===== src/rtl/ring_pkg.sv =====
`default_nettype none
// +-----------------------------------------------------------------------------+
// | ring_pkg : slot-type codes, widths, slot record and FSM state encoding      |
// | Rev 1.0  : initial release                                                  |
// +-----------------------------------------------------------------------------+
package ring_pkg;

  localparam int RING_W = 32;
  localparam int CORE_W = 4;
  localparam int SLOT_W = 4;

  localparam logic [SLOT_W-1:0] SLOT_NULL    = 4'd7;
  localparam logic [SLOT_W-1:0] SLOT_TOKEN   = 4'd1;
  localparam logic [SLOT_W-1:0] SLOT_MESSAGE = 4'd8;

  localparam logic [1:0] ST_IDLE   = 2'd0;
  localparam logic [1:0] ST_INJECT = 2'd1;
  localparam logic [1:0] ST_HOLD   = 2'd2;

  typedef struct packed {
    logic [RING_W-1:0] data;
    logic [SLOT_W-1:0] slotType;
    logic [CORE_W-1:0] source;
  } slot_t;

endpackage
`default_nettype wire


===== src/rtl/ring_token_arbiter_if.sv =====
`default_nettype none
// +-----------------------------------------------------------------------------+
// | ring_token_arbiter_if : requester-side bundle between clients and ring stop |
// | Rev 1.0  : initial release                                                  |
// +-----------------------------------------------------------------------------+
interface ring_token_arbiter_if
  import ring_pkg::*;
#(
  parameter int NREQ = 3
);
  logic [NREQ-1:0]        wantsToken;
  logic [NREQ-1:0]        acquireToken;
  logic [NREQ-1:0]        driveRing;
  logic [RING_W*NREQ-1:0] reqRingOut;
  logic [SLOT_W*NREQ-1:0] reqSlotType;
  logic [CORE_W*NREQ-1:0] reqSource;

  modport master (
    output wantsToken, driveRing, reqRingOut, reqSlotType, reqSource,
    input  acquireToken
  );

  modport slave (
    input  wantsToken, driveRing, reqRingOut, reqSlotType, reqSource,
    output acquireToken
  );
endinterface
`default_nettype wire


===== src/rtl/rr_arbiter.sv =====
`default_nettype none
// +-----------------------------------------------------------------------------+
// | rr_arbiter : combinational round-robin picker, first request at/after ptr   |
// | Rev 1.0  : initial release                                                  |
// +-----------------------------------------------------------------------------+
module rr_arbiter #(
  parameter int N    = 3,
  parameter int IDXW = $clog2(N)
) (
  input  logic [N-1:0]    req,
  input  logic [IDXW-1:0] ptr,
  output logic [N-1:0]    gnt,
  output logic [IDXW-1:0] idx,
  output logic            any
);

  // Scan from the farthest offset back to ptr so the nearest request wins last.
  always_comb begin
    int j;
    j   = 0;
    gnt = '0;
    idx = '0;
    any = 1'b0;
    for (int k = N - 1; k >= 0; k--) begin
      j = int'(ptr) + k;
      if (j >= N) j = j - N;
      if (req[j]) begin
        gnt    = '0;
        gnt[j] = 1'b1;
        idx    = IDXW'(j);
        any    = 1'b1;
      end
    end
  end

endmodule
`default_nettype wire


===== src/rtl/ring_token_arbiter.sv =====
`default_nettype none
// +-----------------------------------------------------------------------------+
// | ring_token_arbiter : ring stop sharing one token among NREQ local clients   |
// | Optional RING_ARB_STATS_EN adds grantCount / waitMax statistics outputs.    |
// | Rev 1.0  : initial release                                                  |
// +-----------------------------------------------------------------------------+
module ring_token_arbiter
  import ring_pkg::*;
#(
  parameter int NREQ       = 3,
  parameter int TOKEN_CORE = 1
) (
  input  wire logic              clock,
  input  wire logic              reset,
  input  wire logic [CORE_W-1:0] whichCore,
  input  wire logic [RING_W-1:0] RingIn,
  input  wire logic [SLOT_W-1:0] SlotTypeIn,
  input  wire logic [CORE_W-1:0] SourceIn,
  output logic      [RING_W-1:0] RingOut,
  output logic      [SLOT_W-1:0] SlotTypeOut,
  output logic      [CORE_W-1:0] SourceOut,
  output logic                   protoErr,
`ifdef RING_ARB_STATS_EN
  output logic [16*NREQ-1:0]     grantCount,
  output logic [15:0]            waitMax,
`endif
  ring_token_arbiter_if.slave    reqBus
);

  localparam int IDXW = $clog2(NREQ);

  logic [1:0]      r_state;
  logic [IDXW-1:0] r_rrPtr;
  logic [IDXW-1:0] r_holder;
  slot_t           r_slot;
  logic            r_protoErr;

  logic [NREQ-1:0] w_gnt;
  logic [IDXW-1:0] w_gntIdx;
  logic            w_anyReq;
  logic            w_grant;
  logic            w_grantDrive;
  logic            w_holderDrive;
  slot_t           w_inSlot;
  slot_t           w_tokenSlot;
  slot_t           w_grantSlot;
  slot_t           w_holderSlot;

  logic [1:0]      w_nextState;
  slot_t           w_nextSlot;
  logic [IDXW-1:0] w_nextPtr;
  logic [IDXW-1:0] w_nextHolder;
  logic            w_setErr;

  rr_arbiter #(.N(NREQ), .IDXW(IDXW)) u_rr (
    .req (reqBus.wantsToken),
    .ptr (r_rrPtr),
    .gnt (w_gnt),
    .idx (w_gntIdx),
    .any (w_anyReq)
  );

  assign w_grant = !reset && (r_state == ST_IDLE) && (SlotTypeIn == SLOT_TOKEN) && w_anyReq;
  assign reqBus.acquireToken = w_grant ? w_gnt : '0;

  assign w_grantDrive  = reqBus.driveRing[w_gntIdx];
  assign w_holderDrive = reqBus.driveRing[r_holder];

  assign w_inSlot    = '{data: RingIn, slotType: SlotTypeIn, source: SourceIn};
  assign w_tokenSlot = '{data: '0, slotType: SLOT_TOKEN, source: whichCore};

  assign w_grantSlot = '{
    data:     reqBus.reqRingOut[RING_W*w_gntIdx +: RING_W],
    slotType: reqBus.reqSlotType[SLOT_W*w_gntIdx +: SLOT_W],
    source:   reqBus.reqSource[CORE_W*w_gntIdx +: CORE_W]
  };
  assign w_holderSlot = '{
    data:     reqBus.reqRingOut[RING_W*r_holder +: RING_W],
    slotType: reqBus.reqSlotType[SLOT_W*r_holder +: SLOT_W],
    source:   reqBus.reqSource[CORE_W*r_holder +: CORE_W]
  };

  always_comb begin
    w_nextState  = r_state;
    w_nextSlot   = r_slot;
    w_nextPtr    = r_rrPtr;
    w_nextHolder = r_holder;
    w_setErr     = 1'b0;
    case (r_state)
      ST_INJECT: begin
        w_nextSlot  = w_tokenSlot;
        w_nextState = ST_IDLE;
      end
      ST_HOLD: begin
        // Upstream traffic has nowhere to go while we own the ring.
        w_setErr = (SlotTypeIn != SLOT_NULL);
        if (w_holderDrive) begin
          w_nextSlot = w_holderSlot;
        end else begin
          w_nextSlot  = w_tokenSlot;
          w_nextPtr   = (r_holder == IDXW'(NREQ - 1)) ? '0 : r_holder + 1'b1;
          w_nextState = ST_IDLE;
        end
      end
      default: begin
        w_nextSlot = w_inSlot;
        // A grantee that is not driving leaves the Token passing through.
        if (w_grant && w_grantDrive) begin
          w_nextSlot   = w_grantSlot;
          w_nextHolder = w_gntIdx;
          w_nextState  = ST_HOLD;
        end
      end
    endcase
  end

  always_ff @(posedge clock) begin
    if (reset) begin
      r_state    <= (whichCore == CORE_W'(TOKEN_CORE)) ? ST_INJECT : ST_IDLE;
      r_slot     <= '{data: '0, slotType: SLOT_NULL, source: '0};
      r_rrPtr    <= '0;
      r_holder   <= '0;
      r_protoErr <= 1'b0;
    end else begin
      r_state    <= w_nextState;
      r_slot     <= w_nextSlot;
      r_rrPtr    <= w_nextPtr;
      r_holder   <= w_nextHolder;
      r_protoErr <= r_protoErr | w_setErr;
    end
  end

  assign RingOut     = r_slot.data;
  assign SlotTypeOut = r_slot.slotType;
  assign SourceOut   = r_slot.source;
  assign protoErr    = r_protoErr;

`ifdef RING_ARB_STATS_EN
  logic [15:0] r_grantCnt [NREQ];
  logic [15:0] r_waitCnt  [NREQ];
  logic [15:0] r_waitMax;

  // waitCnt counts cycles wantsToken was held without a grant; sampled at grant.
  always_ff @(posedge clock) begin
    if (reset) begin
      for (int i = 0; i < NREQ; i++) begin
        r_grantCnt[i] <= '0;
        r_waitCnt[i]  <= '0;
      end
      r_waitMax <= '0;
    end else begin
      for (int i = 0; i < NREQ; i++) begin
        if (reqBus.acquireToken[i]) begin
          if (r_grantCnt[i] != 16'hFFFF) r_grantCnt[i] <= r_grantCnt[i] + 16'd1;
          if (r_waitCnt[i] > r_waitMax) r_waitMax <= r_waitCnt[i];
          r_waitCnt[i] <= '0;
        end else if (reqBus.wantsToken[i]) begin
          if (r_waitCnt[i] != 16'hFFFF) r_waitCnt[i] <= r_waitCnt[i] + 16'd1;
        end else begin
          r_waitCnt[i] <= '0;
        end
      end
    end
  end

  for (genvar gi = 0; gi < NREQ; gi++) begin : g_statOut
    assign grantCount[16*gi +: 16] = r_grantCnt[gi];
  end
  assign waitMax = r_waitMax;
`endif

endmodule
`default_nettype wire


===== src/flat_wrapper.sv =====
// flat-port wrapper written by rule: the top's interface ports become plain ports
module ring_token_arbiter_flat import ring_pkg::*;
#(
  parameter int NREQ       = 3,
  parameter int TOKEN_CORE = 1
)
  (clock, reset, whichCore, RingIn, SlotTypeIn, SourceIn, RingOut, SlotTypeOut, SourceOut, protoErr, reqBus_wantsToken, reqBus_driveRing, reqBus_reqRingOut, reqBus_reqSlotType, reqBus_reqSource, reqBus_acquireToken);
  ring_token_arbiter_if #(.NREQ(NREQ)) reqBus_i ();
  input  wire logic clock;
  input  wire logic reset;
  input  wire logic [CORE_W-1:0] whichCore;
  input  wire logic [RING_W-1:0] RingIn;
  input  wire logic [SLOT_W-1:0] SlotTypeIn;
  input  wire logic [CORE_W-1:0] SourceIn;
  output logic      [RING_W-1:0] RingOut;
  output logic      [SLOT_W-1:0] SlotTypeOut;
  output logic      [CORE_W-1:0] SourceOut;
  output logic protoErr;
  input wire logic [$bits(reqBus_i.wantsToken)-1:0] reqBus_wantsToken;
  input wire logic [$bits(reqBus_i.driveRing)-1:0] reqBus_driveRing;
  input wire logic [$bits(reqBus_i.reqRingOut)-1:0] reqBus_reqRingOut;
  input wire logic [$bits(reqBus_i.reqSlotType)-1:0] reqBus_reqSlotType;
  input wire logic [$bits(reqBus_i.reqSource)-1:0] reqBus_reqSource;
  output wire logic [$bits(reqBus_i.acquireToken)-1:0] reqBus_acquireToken;
  assign reqBus_i.wantsToken = reqBus_wantsToken;
  assign reqBus_i.driveRing = reqBus_driveRing;
  assign reqBus_i.reqRingOut = reqBus_reqRingOut;
  assign reqBus_i.reqSlotType = reqBus_reqSlotType;
  assign reqBus_i.reqSource = reqBus_reqSource;
  assign reqBus_acquireToken = reqBus_i.acquireToken;
  ring_token_arbiter #(.NREQ(NREQ), .TOKEN_CORE(TOKEN_CORE)) u_core (.clock(clock), .reset(reset), .whichCore(whichCore), .RingIn(RingIn), .SlotTypeIn(SlotTypeIn), .SourceIn(SourceIn), .RingOut(RingOut), .SlotTypeOut(SlotTypeOut), .SourceOut(SourceOut), .protoErr(protoErr), .reqBus(reqBus_i));
endmodule

===== config.mk =====
export PLATFORM = sky130hd
export DESIGN_NAME = ring_token_arbiter_flat
export DESIGN_NICKNAME = d
export VERILOG_FILES = /design/src/rtl/ring_pkg.sv /design/src/rtl/ring_token_arbiter_if.sv /design/src/rtl/rr_arbiter.sv /design/src/rtl/ring_token_arbiter.sv /design/src/flat_wrapper.sv
export SDC_FILE = /design/constraint.sdc
export NUM_CORES = 1
export LEC_CHECK = 0
export ABC_AREA = 1
export CORE_MARGIN = 2
export CORE_UTILIZATION = 30
export DETAILED_ROUTE_END_ITERATION = 7
export PLACE_DENSITY = 0.73
export RECOVER_POWER = 50
export SYNTH_ARGS = -nofsm -noshare
export SYNTH_HDL_FRONTEND = slang
export SYNTH_SLANG_ARGS = --single-unit
export TNS_END_PERCENT = 50

===== constraint.sdc =====
create_clock -name clock -period 4.4 [get_ports clock]
set_input_delay 0.44 -clock clock [delete_from_list [all_inputs] [get_ports clock]]
set_output_delay 0.44 -clock clock [all_outputs]
set_load 0.03 [all_outputs]

==> flow_summary.ini <==
[synthesis]
synth_enable_flop_cells = 2
syn-instance-count = 727
synth_most_common_cell = sky130_fd_sc_hd__nand2_1
postSynthAreaPerCell_sq_um = 5.643
synth.net_count = 905
synthesis.yosys.warnings = 0
syn-cell-area_sq_um = 4103
yosys.cell_types.count = 32
ys_seq_elements = 47
post-synth-top-area-cell = sky130_fd_sc_hd__dfxtp_1
yosys-top-cells-count = 162 x sky130_fd_sc_hd__nand2_1, 153 x sky130_fd_sc_hd__inv_1, 83 x sky130_fd_sc_hd__o22ai_1
synth_top_cells_by_area = sky130_fd_sc_hd__dfxtp_1 22%, sky130_fd_sc_hd__nand2_1 15%, sky130_fd_sc_hd__inv_1 14%
synth_top_area_share_pct = 21.96
synth_top_flop_cell = sky130_fd_sc_hd__dfxtp_1
synthArstFlopShare_pct = 0
yosysSeqAreaShare_pct = 23.42

[pwr]
leakagePower_nw = 3.254
power-per-cell-area_nw_per_um2 = 298.8
peakVddDrop_mv = 0.1910

[floorplanning]
floorplan.die_area_sq_um = 14630
io-pin-count = 216
core.rowCount = 42
fp.coreArea_sq_um = 13300
initial_utilization_pct = 30.86
floorplan.die.width_um = 120.9
die_y_um = 120.9

[cts]
clk_path_buf_depth = 2
cts_tree = built
cts_resized = 0
cts_post_setup_buffers_inserted = 0
cts.clk_slew.worst_paths_ns = 0.07
htreeDepth = 2
cts.hold.buffers_added = 0
numCtsBuffers = 5
cts.sinks = 47
root_buffer = sky130_fd_sc_hd__clkbuf_16
clk-insertion-delay-late_ns = 0.30

[grt]
grt_antenna_before_repair = 0
track_usage_pct = 22.16
first_global_vias = 5303
maximum_number_of_pins_on_one_net_before_global_route_repair = 47
grt_remaining_overflow = 0
first_pass_grt_wire_length_um = 25900

[placed_design]
detailedPlacementHpwl_um = 11860
port_buffer_count = 215
gpl.final_weighted_congestion = 0.8565

[worst_setup_path]
critical_path_arrival_ns = 2.89
critPathCaptureType = output port
worstSetupPathType = reg -> out
setup.worst_path.start_class = register
required_ns = 3.96
reg2regPathDepth = 14
critical_path.max_fanout = 7

[sta]
final_period_minus_worst_setup_slack_ns = 3.330
setup_viol = 0
holdWs_ns = 0.4771
totalNegativeSetupSlack_ns = 0
max_slew.worst_pin.slew_ns = 1.129
grt_setup_unrepaired = false
achievable-frequency_ghz = 0.3003
relSlewSlack_pct = 24.45
timing_hold_violations_final = 0
fin_crit_sh_pct = 75.68
fin_skew_ns = 0.005859
final_report_max_slew_violation_count = 0

[detailed_routing]
finalWirelength_um = 16360
detail_route.vias_per_cell = 5.031
drt-pass1-iter-count = 5
drc = 0
routedWlPerCell_um = 14.97
initialDrtViolationCount = 356
drt.antenna.violating_nets = 0
detailroute.via_count = 5499

[min_path]
whs_path_depth = 2
worst_hold_path_type = reg -> reg

[layout]
layout.nets = 1094
antenna_cells = 0
area_added_between_synthesis_and_finish_pct = 59.74
post_route_cells_drive_above_1_share_pct = 3.381

[outcome]
run_status = finished clean

[flow_run]
cap_viol_max_count = 0
path summary, 6_finish.rpt:
kind | from | to | slack, ns
min | u_core.protoErr$_SDFF_PP0_ | u_core.protoErr$_SDFF_PP0_ | 0.48
min reg2reg | u_core.protoErr$_SDFF_PP0_ | u_core.protoErr$_SDFF_PP0_ | 0.48
max reg2reg | u_core.r_rrPtr[0]$_SDFFE_PP0P_ | u_core.r_state[0]$_SDFFCE_PN0P_ | 1.28
max | u_core.r_rrPtr[0]$_SDFFE_PP0P_ | reqBus_acquireToken[0] | 1.07
per-stage QoR:
stage / utilization, % / total power [mW] / cells / setup slack, ns / area [sq um]
2_1_floorplan: - / 1.080 / 727 / 1.932 / 4103
3_3_place_gp: 47.89 / 1.453 / 1085 / 1.259 / 6367
3_5_place_dp: 47.89 / 1.460 / 1085 / 1.198 / 6367
4_1_cts: 49.31 / 1.985 / 1093 / 1.071 / 6556
5_1_grt: 49.29 / 2.085 / 1093 / 0.9123 / 6554
6_report: 49.29 / 1.958 / 1093 / 1.070 / 6554
kinds of logic (layout without fill, tap and decap cells):
logic type	count (synthesis)	in the layout	synth area share, %
compound gates	187	187	26.99
fa+ha+maj	6	6	1.830
flops	47	47	23.42
simple gates	287	287	28.79
buf+inv	200	390	18.97
worst max-delay path, cell delays in order, from the launching register on:
cell and delay [ns]:
sky130_fd_sc_hd__dfxtp_1 0.33, sky130_fd_sc_hd__inv_1 0.08, sky130_fd_sc_hd__ha_1 0.37, sky130_fd_sc_hd__inv_1 0.12, sky130_fd_sc_hd__nand3_1 0.11, sky130_fd_sc_hd__nand3_2 0.13
sky130_fd_sc_hd__inv_1 0.08, sky130_fd_sc_hd__a31oi_2 0.34, sky130_fd_sc_hd__o21ai_0 0.15, sky130_fd_sc_hd__a21oi_1 0.17, sky130_fd_sc_hd__clkdlybuf4s50_1 0.70
where the power goes:
group          switching (mW)  total (mW)  leakage, nW  internal [mW]
registers              0.0151       0.502        0.392          0.487
clock network           0.195       0.522       0.0911          0.327
logic                   0.547       0.934         2.77          0.387
layer usage:
| layer | share of wire (%) | routed length [um] | global-route usage [%] |
|---|---|---|---|
| met1 | 43 | 7055 | 27.61 |
| met2 | 46 | 7603 | 37.01 |
| met3 | 8.2 | 1341 | 6.109 |
| met4 | 2.2 | 357 | 6.831 |
| met5 | 0 | 0 | 0 |
placed cells by master (no fill, tap or decap):
| cell | n |
|---|---|
| sky130_fd_sc_hd__clkdlybuf4s50_1 | 171 |
| sky130_fd_sc_hd__o21ai_4 | 1 |
| sky130_fd_sc_hd__dfxtp_1 | 45 |
| sky130_fd_sc_hd__clkbuf_16 | 5 |
| sky130_fd_sc_hd__nand3_2 | 2 |
| sky130_fd_sc_hd__nand2_2 | 1 |
| sky130_fd_sc_hd__clkinv_1 | 1 |
| sky130_fd_sc_hd__nor4_1 | 1 |
| sky130_fd_sc_hd__or2_2 | 1 |
| sky130_fd_sc_hd__buf_4 | 12 |
| sky130_fd_sc_hd__a31oi_2 | 1 |
| sky130_fd_sc_hd__o21a_1 | 2 |
| sky130_fd_sc_hd__a32oi_1 | 4 |
| sky130_fd_sc_hd__nor2_2 | 2 |
| sky130_fd_sc_hd__inv_2 | 2 |
| sky130_fd_sc_hd__o2111ai_1 | 1 |
| sky130_fd_sc_hd__o21ai_1 | 6 |
| sky130_fd_sc_hd__nand2_4 | 2 |
| sky130_fd_sc_hd__a21oi_1 | 59 |
| sky130_fd_sc_hd__o21ai_0 | 21 |
| sky130_fd_sc_hd__o22ai_1 | 83 |
| sky130_fd_sc_hd__nand2_1 | 162 |
| sky130_fd_sc_hd__nand3_1 | 49 |
| sky130_fd_sc_hd__o211ai_1 | 1 |
| sky130_fd_sc_hd__nor2_1 | 65 |
| sky130_fd_sc_hd__clkbuf_1 | 1 |
| sky130_fd_sc_hd__dlygate4sd3_1 | 43 |
| sky130_fd_sc_hd__edfxtp_1 | 2 |
| sky130_fd_sc_hd__a31oi_1 | 3 |
| sky130_fd_sc_hd__bufinv_16 | 2 |
| sky130_fd_sc_hd__inv_1 | 153 |
| sky130_fd_sc_hd__nand4_1 | 2 |
| sky130_fd_sc_hd__o221ai_1 | 5 |
| sky130_fd_sc_hd__ha_1 | 6 |
registers in the layout, indices dropped and copies added, names as in the netlist:
name	flops
u_core.RingOut	32
u_core.SlotTypeOut	4
u_core.SourceOut	4
u_core.r_holder	2
u_core.r_rrPtr	2
u_core.r_state	2
u_core.protoErr	1
cell type report:
type                    instances  area (sq um)
flip-flops and latches         47         960.9
clock inverters                 2         60.06
well taps                     176         220.2
inverters                     156         585.6
fillers                      1381          6741
multi-input cells             480          2366
repair buffers                226          2232
clock buffers                   6         128.9
Note: power is estimated with default switching activity, not from simulation.
